`src/rtl/instr_encoder_pkg.sv`:
```
// Shared definitions for the LEGv8 instruction encoder.
// Holds the request mnemonic type, the opcode constants (the same values
// the ALU control decoder matches on funct) and the encoder FSM states.
package instr_encoder_pkg;

  typedef enum logic [2:0] {
    OP_ADD, OP_SUB, OP_AND, OP_ORR, OP_ADDI, OP_LDUR, OP_STUR, OP_CBZ
  } op_t;

  // 11-bit R/D-format opcodes
  localparam logic [10:0] OPC_ADD  = 11'b10001011000;
  localparam logic [10:0] OPC_SUB  = 11'b11001011000;
  localparam logic [10:0] OPC_AND  = 11'b10001010000;
  localparam logic [10:0] OPC_ORR  = 11'b10101010000;
  localparam logic [10:0] OPC_LDUR = 11'b11111000010;
  localparam logic [10:0] OPC_STUR = 11'b11111000000;
  // I- and CB-format opcodes are narrower
  localparam logic [9:0]  OPC_ADDI = 10'b1001000100;
  localparam logic [7:0]  OPC_CBZ  = 8'b10110100;

  typedef enum logic [1:0] {ST_EMPTY, ST_HOLD, ST_FULL} state_t;

endpackage

```
`src/rtl/instr_encoder_pack.sv`:
```
// instr_pack: purely combinational LEGv8 field packer and immediate range
// check.
//   in : op, rd, rn, rm, imm (19-bit two's complement)
//   out: word (encoded instruction, unnamed bits zero), legal
module instr_pack
  import instr_encoder_pkg::*;
(
  input  op_t         op,
  input  logic [4:0]  rd,
  input  logic [4:0]  rn,
  input  logic [4:0]  rm,
  input  logic [18:0] imm,
  output logic [31:0] word,
  output logic        legal
);

  logic w_imm9_ok;

  // Signed 9-bit fit: every bit from the sign position up must match.
  assign w_imm9_ok = (&imm[18:8]) | ~(|imm[18:8]);

  always_comb begin
    word  = 32'h0;
    legal = 1'b1;
    case (op)
      OP_ADD:  word = {OPC_ADD, rm, 6'd0, rn, rd};
      OP_SUB:  word = {OPC_SUB, rm, 6'd0, rn, rd};
      OP_AND:  word = {OPC_AND, rm, 6'd0, rn, rd};
      OP_ORR:  word = {OPC_ORR, rm, 6'd0, rn, rd};
      OP_ADDI: begin
        word  = {OPC_ADDI, imm[11:0], rn, rd};
        legal = (imm[18:12] == 7'd0);
      end
      OP_LDUR: begin
        word  = {OPC_LDUR, imm[8:0], 2'b00, rn, rd};
        legal = w_imm9_ok;
      end
      OP_STUR: begin
        word  = {OPC_STUR, imm[8:0], 2'b00, rn, rd};
        legal = w_imm9_ok;
      end
      OP_CBZ:  word = {OPC_CBZ, imm, rd};
      default: begin
        word  = 32'h0;
        legal = 1'b1;
      end
    endcase
  end

endmodule

```
`src/rtl/instr_encoder.sv`:
```
// instr_encoder: accepts LEGv8 assembly requests, encodes them and streams
// the words out with the instruction-memory address they belong at.
//   clk/reset(async, active low)/clear(sync)  : control
//   in_valid/in_ready/in_op/in_rd/in_rn/in_rm/in_imm : request channel
//   out_valid/out_ready/out_word/out_addr            : word channel
//   full : every address written; err : sticky illegal-immediate flag
module instr_encoder
  import instr_encoder_pkg::*;
#(
  parameter int ADDR_W = 6
) (
  input  logic              clk,
  input  logic              reset,
  input  logic              clear,
  input  logic              in_valid,
  output logic              in_ready,
  input  op_t               in_op,
  input  logic [4:0]        in_rd,
  input  logic [4:0]        in_rn,
  input  logic [4:0]        in_rm,
  input  logic [18:0]       in_imm,
  output logic              out_valid,
  input  logic              out_ready,
  output logic [31:0]       out_word,
  output logic [ADDR_W-1:0] out_addr,
  output logic              full,
  output logic              err
);

  localparam logic [ADDR_W-1:0] LAST_ADDR = '1;

  state_t              r_state, w_nxt_state;
  logic [ADDR_W-1:0]   r_addr,  w_nxt_addr;
  logic [31:0]         r_word;
  logic                r_err;

  logic [31:0]         w_word;
  logic                w_legal;
  logic                w_last, w_accept, w_load, w_err_set;

  instr_pack u_pack (
    .op    (in_op),
    .rd    (in_rd),
    .rn    (in_rn),
    .rm    (in_rm),
    .imm   (in_imm),
    .word  (w_word),
    .legal (w_legal)
  );

  assign w_last = (r_addr == LAST_ADDR);

  always_comb begin
    in_ready    = 1'b0;
    w_nxt_state = r_state;
    w_nxt_addr  = r_addr;
    case (r_state)
      ST_EMPTY: in_ready = 1'b1;
      // A word accepted while the last address drains would have nowhere
      // to go, so hold off the request side for that one cycle.
      ST_HOLD:  in_ready = out_ready & ~w_last;
      default:  in_ready = 1'b0;
    endcase

    w_accept  = in_valid & in_ready;
    w_load    = w_accept & w_legal;
    w_err_set = w_accept & ~w_legal;

    case (r_state)
      ST_EMPTY: if (w_load) w_nxt_state = ST_HOLD;
      ST_HOLD: begin
        if (out_ready) begin
          if (w_last) begin
            w_nxt_state = ST_FULL;  // no wrap: stop at the top address
          end else begin
            w_nxt_addr  = r_addr + 1'b1;
            w_nxt_state = w_load ? ST_HOLD : ST_EMPTY;
          end
        end
      end
      default: w_nxt_state = r_state;
    endcase
  end

  always_ff @(posedge clk or negedge reset) begin
    if (!reset) begin
      r_state <= ST_EMPTY;
      r_addr  <= '0;
      r_word  <= 32'h0;
      r_err   <= 1'b0;
    end else if (clear) begin
      // Clear wins over any handshake in the same cycle.
      r_state <= ST_EMPTY;
      r_addr  <= '0;
      r_err   <= 1'b0;
    end else begin
      r_state <= w_nxt_state;
      r_addr  <= w_nxt_addr;
      if (w_load)    r_word <= w_word;
      if (w_err_set) r_err  <= 1'b1;
    end
  end

  assign out_valid = (r_state == ST_HOLD);
  assign full      = (r_state == ST_FULL);
  assign out_word  = r_word;
  assign out_addr  = r_addr;
  assign err       = r_err;

endmodule

```
`config.mk`:
```
export PLATFORM = sky130hd
export DESIGN_NAME = instr_encoder
export DESIGN_NICKNAME = d
export VERILOG_FILES = /design/src/rtl/instr_encoder_pkg.sv /design/src/rtl/instr_encoder_pack.sv /design/src/rtl/instr_encoder.sv
export SDC_FILE = /design/constraint.sdc
export NUM_CORES = 1
export LEC_CHECK = 0
export CAP_MARGIN = 15
export CELL_PAD_IN_SITES_DETAIL_PLACEMENT = 1
export CELL_PAD_IN_SITES_GLOBAL_PLACEMENT = 1
export CORE_MARGIN = 3
export CORE_UTILIZATION = 30
export DETAILED_ROUTE_END_ITERATION = 16
export GPL_TIMING_DRIVEN = 0
export PLACE_DENSITY_LB_ADDON = 0.1
export SLEW_MARGIN = 20
export SYNTH_ARGS = -nofsm -noshare
export SYNTH_HDL_FRONTEND = slang
export SYNTH_SLANG_ARGS = --single-unit
```
`constraint.sdc`:
```
create_clock -name clk -period 4.8 [get_ports clk]
set_clock_uncertainty 0.15 [all_clocks]
set_input_delay 0.96 -clock clk [delete_from_list [all_inputs] [get_ports clk]]
set_output_delay 0.96 -clock clk [all_outputs]
set_load 0.02 [all_outputs]
```
# Word level (Yosys, flattened, before mapping)
# Index checks and enable logic that the tools add are counted.
[totals]
out_inout_bits = 42
wordCells = 55
in_bits = 42
reg_bits = 41
[classes]
n_mux = 15
reduce_logical = 13
bitwise_logic = 9
n_eq_ne = 13
n_addsub = 1
[ops]
columns = ["cell", "n"]
rows = [
  ["32-bit one-hot mux with 8 select lines", 1],
  ["6-bit 2-to-1 mux", 4],
  ["3-bit equality test, second input constant", 4],
  ["11-bit AND reduction", 1],
  ["11-bit OR reduction", 1],
  ["2-bit 2-to-1 mux", 4],
  ["7-bit zero test", 1],
  ["6-bit by 1-bit adder with 6-bit output, second input constant", 1],
  ["3-bit by 2-bit equality test with 1-bit output, second input constant", 2],
  ["6-bit equality test, second input constant", 1],
  ["3-bit AND reduction", 2],
  ["2-bit nonzero test", 3],
  ["1-bit bitwise AND", 4],
  ["1-bit NOT", 4],
  ["1-bit one-hot mux with 2 select lines", 2],
  ["2-bit one-hot mux with 2 select lines", 1],
  ["3-bit by 1-bit equality test with 1-bit output, second input constant", 1],
  ["3-bit zero test", 1],
  ["1-bit 2-to-1 mux", 3],
  ["3-bit by 2-bit inequality test with 1-bit output, second input constant", 1],
  ["3-bit inequality test, second input constant", 1],
  ["3-bit nonzero test", 1],
  ["2-bit by 1-bit equality test with 1-bit output, second input constant", 1],
  ["2-bit equality test, second input constant", 1],
  ["other kinds (5)", 5],
]

# Depth between registers and ports, before layout
[depth]
depth_word = 11
ltp_mapped = 7
depth_no_buf = 6

# Modules after synthesis
# A second synthesis with hierarchy kept.
[unflattened]
hier_cells = 211
area_unflattened_um2 = 2484.9
[by_module_without_submodules]
columns = ["module", "seq_area_each_um2", "cells_per_inst", "n_inst", "area_each_um2"]
rows = [
  ["instr_encoder", 1026.0, 123, 1, 1846.8],
  ["instr_pack", 0.0, 88, 1, 638.1],
]

# Worst setup path after synthesis
# OpenSTA, ideal clock, no wires.
[synth_timing]
path_kind = "input-to-reg"
startpoint = "in in_op[2]"
endpoint = "reg r_word[10] (netlist: out_word[10])"
slack_ns = 2.187
cell_stages = 7
path_buffers = 3
setup_ns = 0.125
arrival_ns = 2.338
cell_sequence = "clkbuf_1 -> and2_1 -> buf_2 -> a32oi_2 -> o211ai_4 -> buf_6 -> mux2_4"
[synth_via]
elab_chain_len = 5
word_cells_on_any_way = 13
[synth_lines]
columns = ["item", "line", "rtl"]
rows = [
  ["start: declaration", "instr_encoder.sv:17", "input op_t in_op,"],
  ["3-bit equality test", "instr_encoder_pack.sv:25", "case (op)"],
  ["2-bit OR reduction (no line)", "--", ""],
  ["1-bit one-hot mux with 2 select lines", "instr_encoder_pack.sv:25", ""],
  ["1-bit bitwise AND", "instr_encoder.sv:66", "w_load = w_accept & w_legal;"],
  ["2-bit AND reduction (no line)", "--", ""],
  ["end signal: assignment", "instr_encoder.sv:99", "if (w_load) r_word <= w_word;"],
  ["end: declaration", "instr_encoder.sv:34", "logic [31:0] r_word;"],
]
# Several ways; a longest one is shown, not always the timed one. The select of a mux whose other input is x is not followed.
# A chain may end at the register's enable or synchronous reset.

# Worst setup path in the final report
[layout_timing]
startpoint = "in out_ready"
endpoint = "out in_ready"
[layout_via]
elab_chain_len = 2
[layout_lines]
columns = ["item", "line", "rtl"]
rows = [
  ["start: declaration", "instr_encoder.sv:23", "input logic out_ready,"],
  ["1-bit bitwise AND", "instr_encoder.sv:61", "ST_HOLD: in_ready = out_ready & ~w_last;"],
  ["1-bit one-hot mux with 2 select lines", "instr_encoder.sv:57", "case (r_state)"],
  ["end: declaration", "instr_encoder.sv:16", "output logic in_ready,"],
]
# Every way passes these cells.

==> summary.md <==
| Metric | Value |
|---|---|
| Largest net degree at the start of global routing | `28` |
| Synthesized net count | `~250` |
| Critical path peak fanout | `4` |
| Slew @ Worst Pin | `0.662 ns` |
| Final #Nets | `336` |
| Clock latency on the worst-skew pair | `0.29 ns` |
| FFs w/ async S/R, synth | `100%` |
| Worst reg2reg path depth | `7` |
| Max Slew Vio Count | `0` |
| Pre-Repair DR Iteration Count | `4` |
| Layout fillers | `around 840` |
| Ys Warns | `0` |
| Post-CTS Resized | `0` |
| WHS Endpoint | `out_word[31]` |
| Startpoint types | `input port` |
| Clk pin slew, worst setup/hold paths | `~0.08 ns` |
| GR Overflow Total | `0` |
| Setup TNS Final | `0 ns` |
| Critical Path End Type | `output pin` |
| Synthesized area per cell | `between 10 and 15 um^2` |
| Run status | `complete, no violations` |
| RSZ-0062 raised after global routing | `false` |
| # IOs | `84` |
| Initial Util | `31.0%` |
| WL/cell | `16.4 um` |
| WHS Path Cells | `1` |
| Die ar. | `8610 um^2` |
| Clock Path Buffers | `2` |
| Die span in x | `92.8 um` |
| Power, Total | `0.00107 W` |
| Register area | `1030 um^2` |
| F_max | `284 MHz` |
| Final Setup Violations | `0` |
| Fin crit share | `73.3%` |
| Max_slew headroom | `55.9%` |
| Hold bufs inserted after CTS | `0` |
| Area growth, synth to finish | `45.7%` |
| Final Hold Vio Count | `0` |
| Vias in the first global route | `between 2000 and 2500` |
| Worst R2R Setup Slack | `2.54 ns` |
| Ant diodes | `0` |
| DPL Wire Length | `4920 um` |
| Sequential share of the synthesized area | `approximately 45%` |
| Power density cells | `324 nW/um^2` |
| CTS Buf Count | `5` |
| Initial antenna violation count | `0` |
| Vias | `1908` |
| Post-Syn Instances | `204` |
| Tmin final | `between 3 and 4 ns` |
| Final WL | `6450 um` |
| Die height | `92.8 um` |
| Clock Root Buffer | `clkbuf_8` |
| Synth top area cells | `dfrtp_1 45%, mux2_4 18%, mux2_2 3.5%` |
| CTS sink count | `between 40 and 50` |
| Iter 0 DRT Violations | `59` |
| Antenna Nets Post-Route | `0` |
| Port bufs | `approximately 80` |
| Top cell type's share of synthesized area | `roughly 45%` |
| Core area | `7290 um^2` |
| Yosys cell types | `37` |
| TritonCTS clock tree | `yes` |
| H-tree depth | `2` |
| Average vias per placed instance | `4.85` |
| Setup Buffers After CTS | `0` |
| Worst reg2reg endpoint | `out_word[6]` |
| Hold Crit Class | `flop to flop` |
| Overall Global Routing Usage | `15.5%` |
| First-pass GRT wire length | `around 11000 um` |
| Drt drc | `0` |
| Syn Std Cell Area | `2260 um^2` |
| Worst vdd ir | `147 uV` |
| Min-delay src | `out_word[31]` |
| EDFF count, synth | `0` |
| WP data required | `3.69 ns` |
| Critical path arrival | `between 2 and 2.5 ns` |
| Static Leak | `1.41 nW` |
| Layout cell share with drive strength beyond 1 | `16.3%` |
| Max cap viols | `0` |
| Top FF cell, synth | `dfrtp_1` |
| Worst r2r src | `out_addr[0]` |
| Rows | `31` |
| GPL Wtd Cong | `just over 0.8` |
| Top cell type by total area after synthesis | `dfrtp_1` |
| Seq cells post-synth | `41` |
| CP Class | `input port to output pin` |
| Area of the multi-input gates | `1140 um^2` |
## layout by cell type, fill, tap and decap left out, types with 2 or more instances in the layout
cell	count
clkdlybuf4s50_1	80
buf_2	2
nor2_1	19
o22ai_1	2
or3_1	2
nand4_1	2
dfrtp_1	41
nor3_1	3
inv_1	8
a21oi_1	10
and2_1	2
nor2b_1	5
mux2_4	27
clkbuf_1	7
buf_6	3
a221oi_1	5
xor2_1	2
mux2_2	7
buf_1	2
nand2_1	12
clkbuf_8	5
nand3_1	6
nand2b_1	4
a21boi_0	2
mux2i_1	4
o21ai_0	12
xnor2_1	3
a211oi_1	4
## state kept, by name, summed over array words and instances, names as in the netlist
name,count
out_word,32
out_addr,6
r_state,2
err,1
## synthesized netlist by cell type (all sizes together) (3+ instances only)
cell / number
a211oi: 4
nand2b: 4
o21ai: 12
a221oi: 5
nor3: 3
buf: 6
nand3: 6
a21oi: 10
inv: 8
clkbuf: 5
nand2: 12
mux2i: 4
nor2b: 5
nor2: 19
xnor2: 3
dfrtp: 41
mux2: 34
## power breakdown
group	leakage [nW]	internal (W)	total, W	switching [W]
clock	0.0385	0.000103	0.000226	0.000123
sequential	0.512	0.000405	0.000442	0.0000368
combinational	0.862	0.000225	0.000401	0.000176
total	1.41	0.000733	0.00107	0.000335
## per-stage QoR
stage	setup WS [ns]	utilization, %	cell area, um^2	std cells	hold slack (ns)
2_1_floorplan	2.19	-	2260	204	0.372
3_3_place_gp	1.29	43.8	3200	384	0.302
3_5_place_dp	1.28	44.0	3210	385	0.310
4_1_cts	1.27	45.2	3290	393	0.343
5_1_grt	1.18	45.2	3290	393	0.359
6_report	1.28	45.2	3290	393	0.335
## cells by family (layout without fill, tap and decap cells)
kind of cell	Yosys count	after routing	share of synthesized area [%]
AOI/OAI and AO/OA	41	41	12.3
xor gates and xnor gates	5	5	1.94
adders and majority gates	1	1	0.553
buffers and inverters	20	110	4.37
DFF	41	41	45.4
muxes	38	38	23.2
and+or+nand+nor	58	58	12.2
## worst max-delay path: stages
cell and delay, ns:
clkdlybuf4s50_1 0.51, o21ai_0 0.14, a21oi_1 0.17, clkdlybuf4s50_1 0.62
## layout make-up
type	instances	area share, %
tap	99	3.76
inverter	9	1.03
timing repair buffer	82	25.1
clock buffer	7	2.32
multi-input combinational	143	34.5
buffer	11	1.97
sequential	41	31.1
clock inverter	1	0.228
## worst max path at each step
stage / from / to / depth (start not counted)
finish: out_ready / in_ready / 4
global route: out_ready / in_ready / 4
CTS: out_ready / in_ready / 4
detailed placement: out_ready / in_ready / 4
global placement: out_ready / in_ready / 4
floorplan: in_op[2] / out_word[10] / 7
## per-layer routing
metal / GRT usage (%) / vias to the layer above / part of all wire, %
li1: - / 907 / -
met1: 21.8 / 933 / 48
met2: 23.0 / 66 / 44
met3: 4.63 / 2 / 7.3
met4: 4.40 / 0 / 0.53
met5: 0 / - / 0
Note: power is estimated with default switching activity, not from simulation.
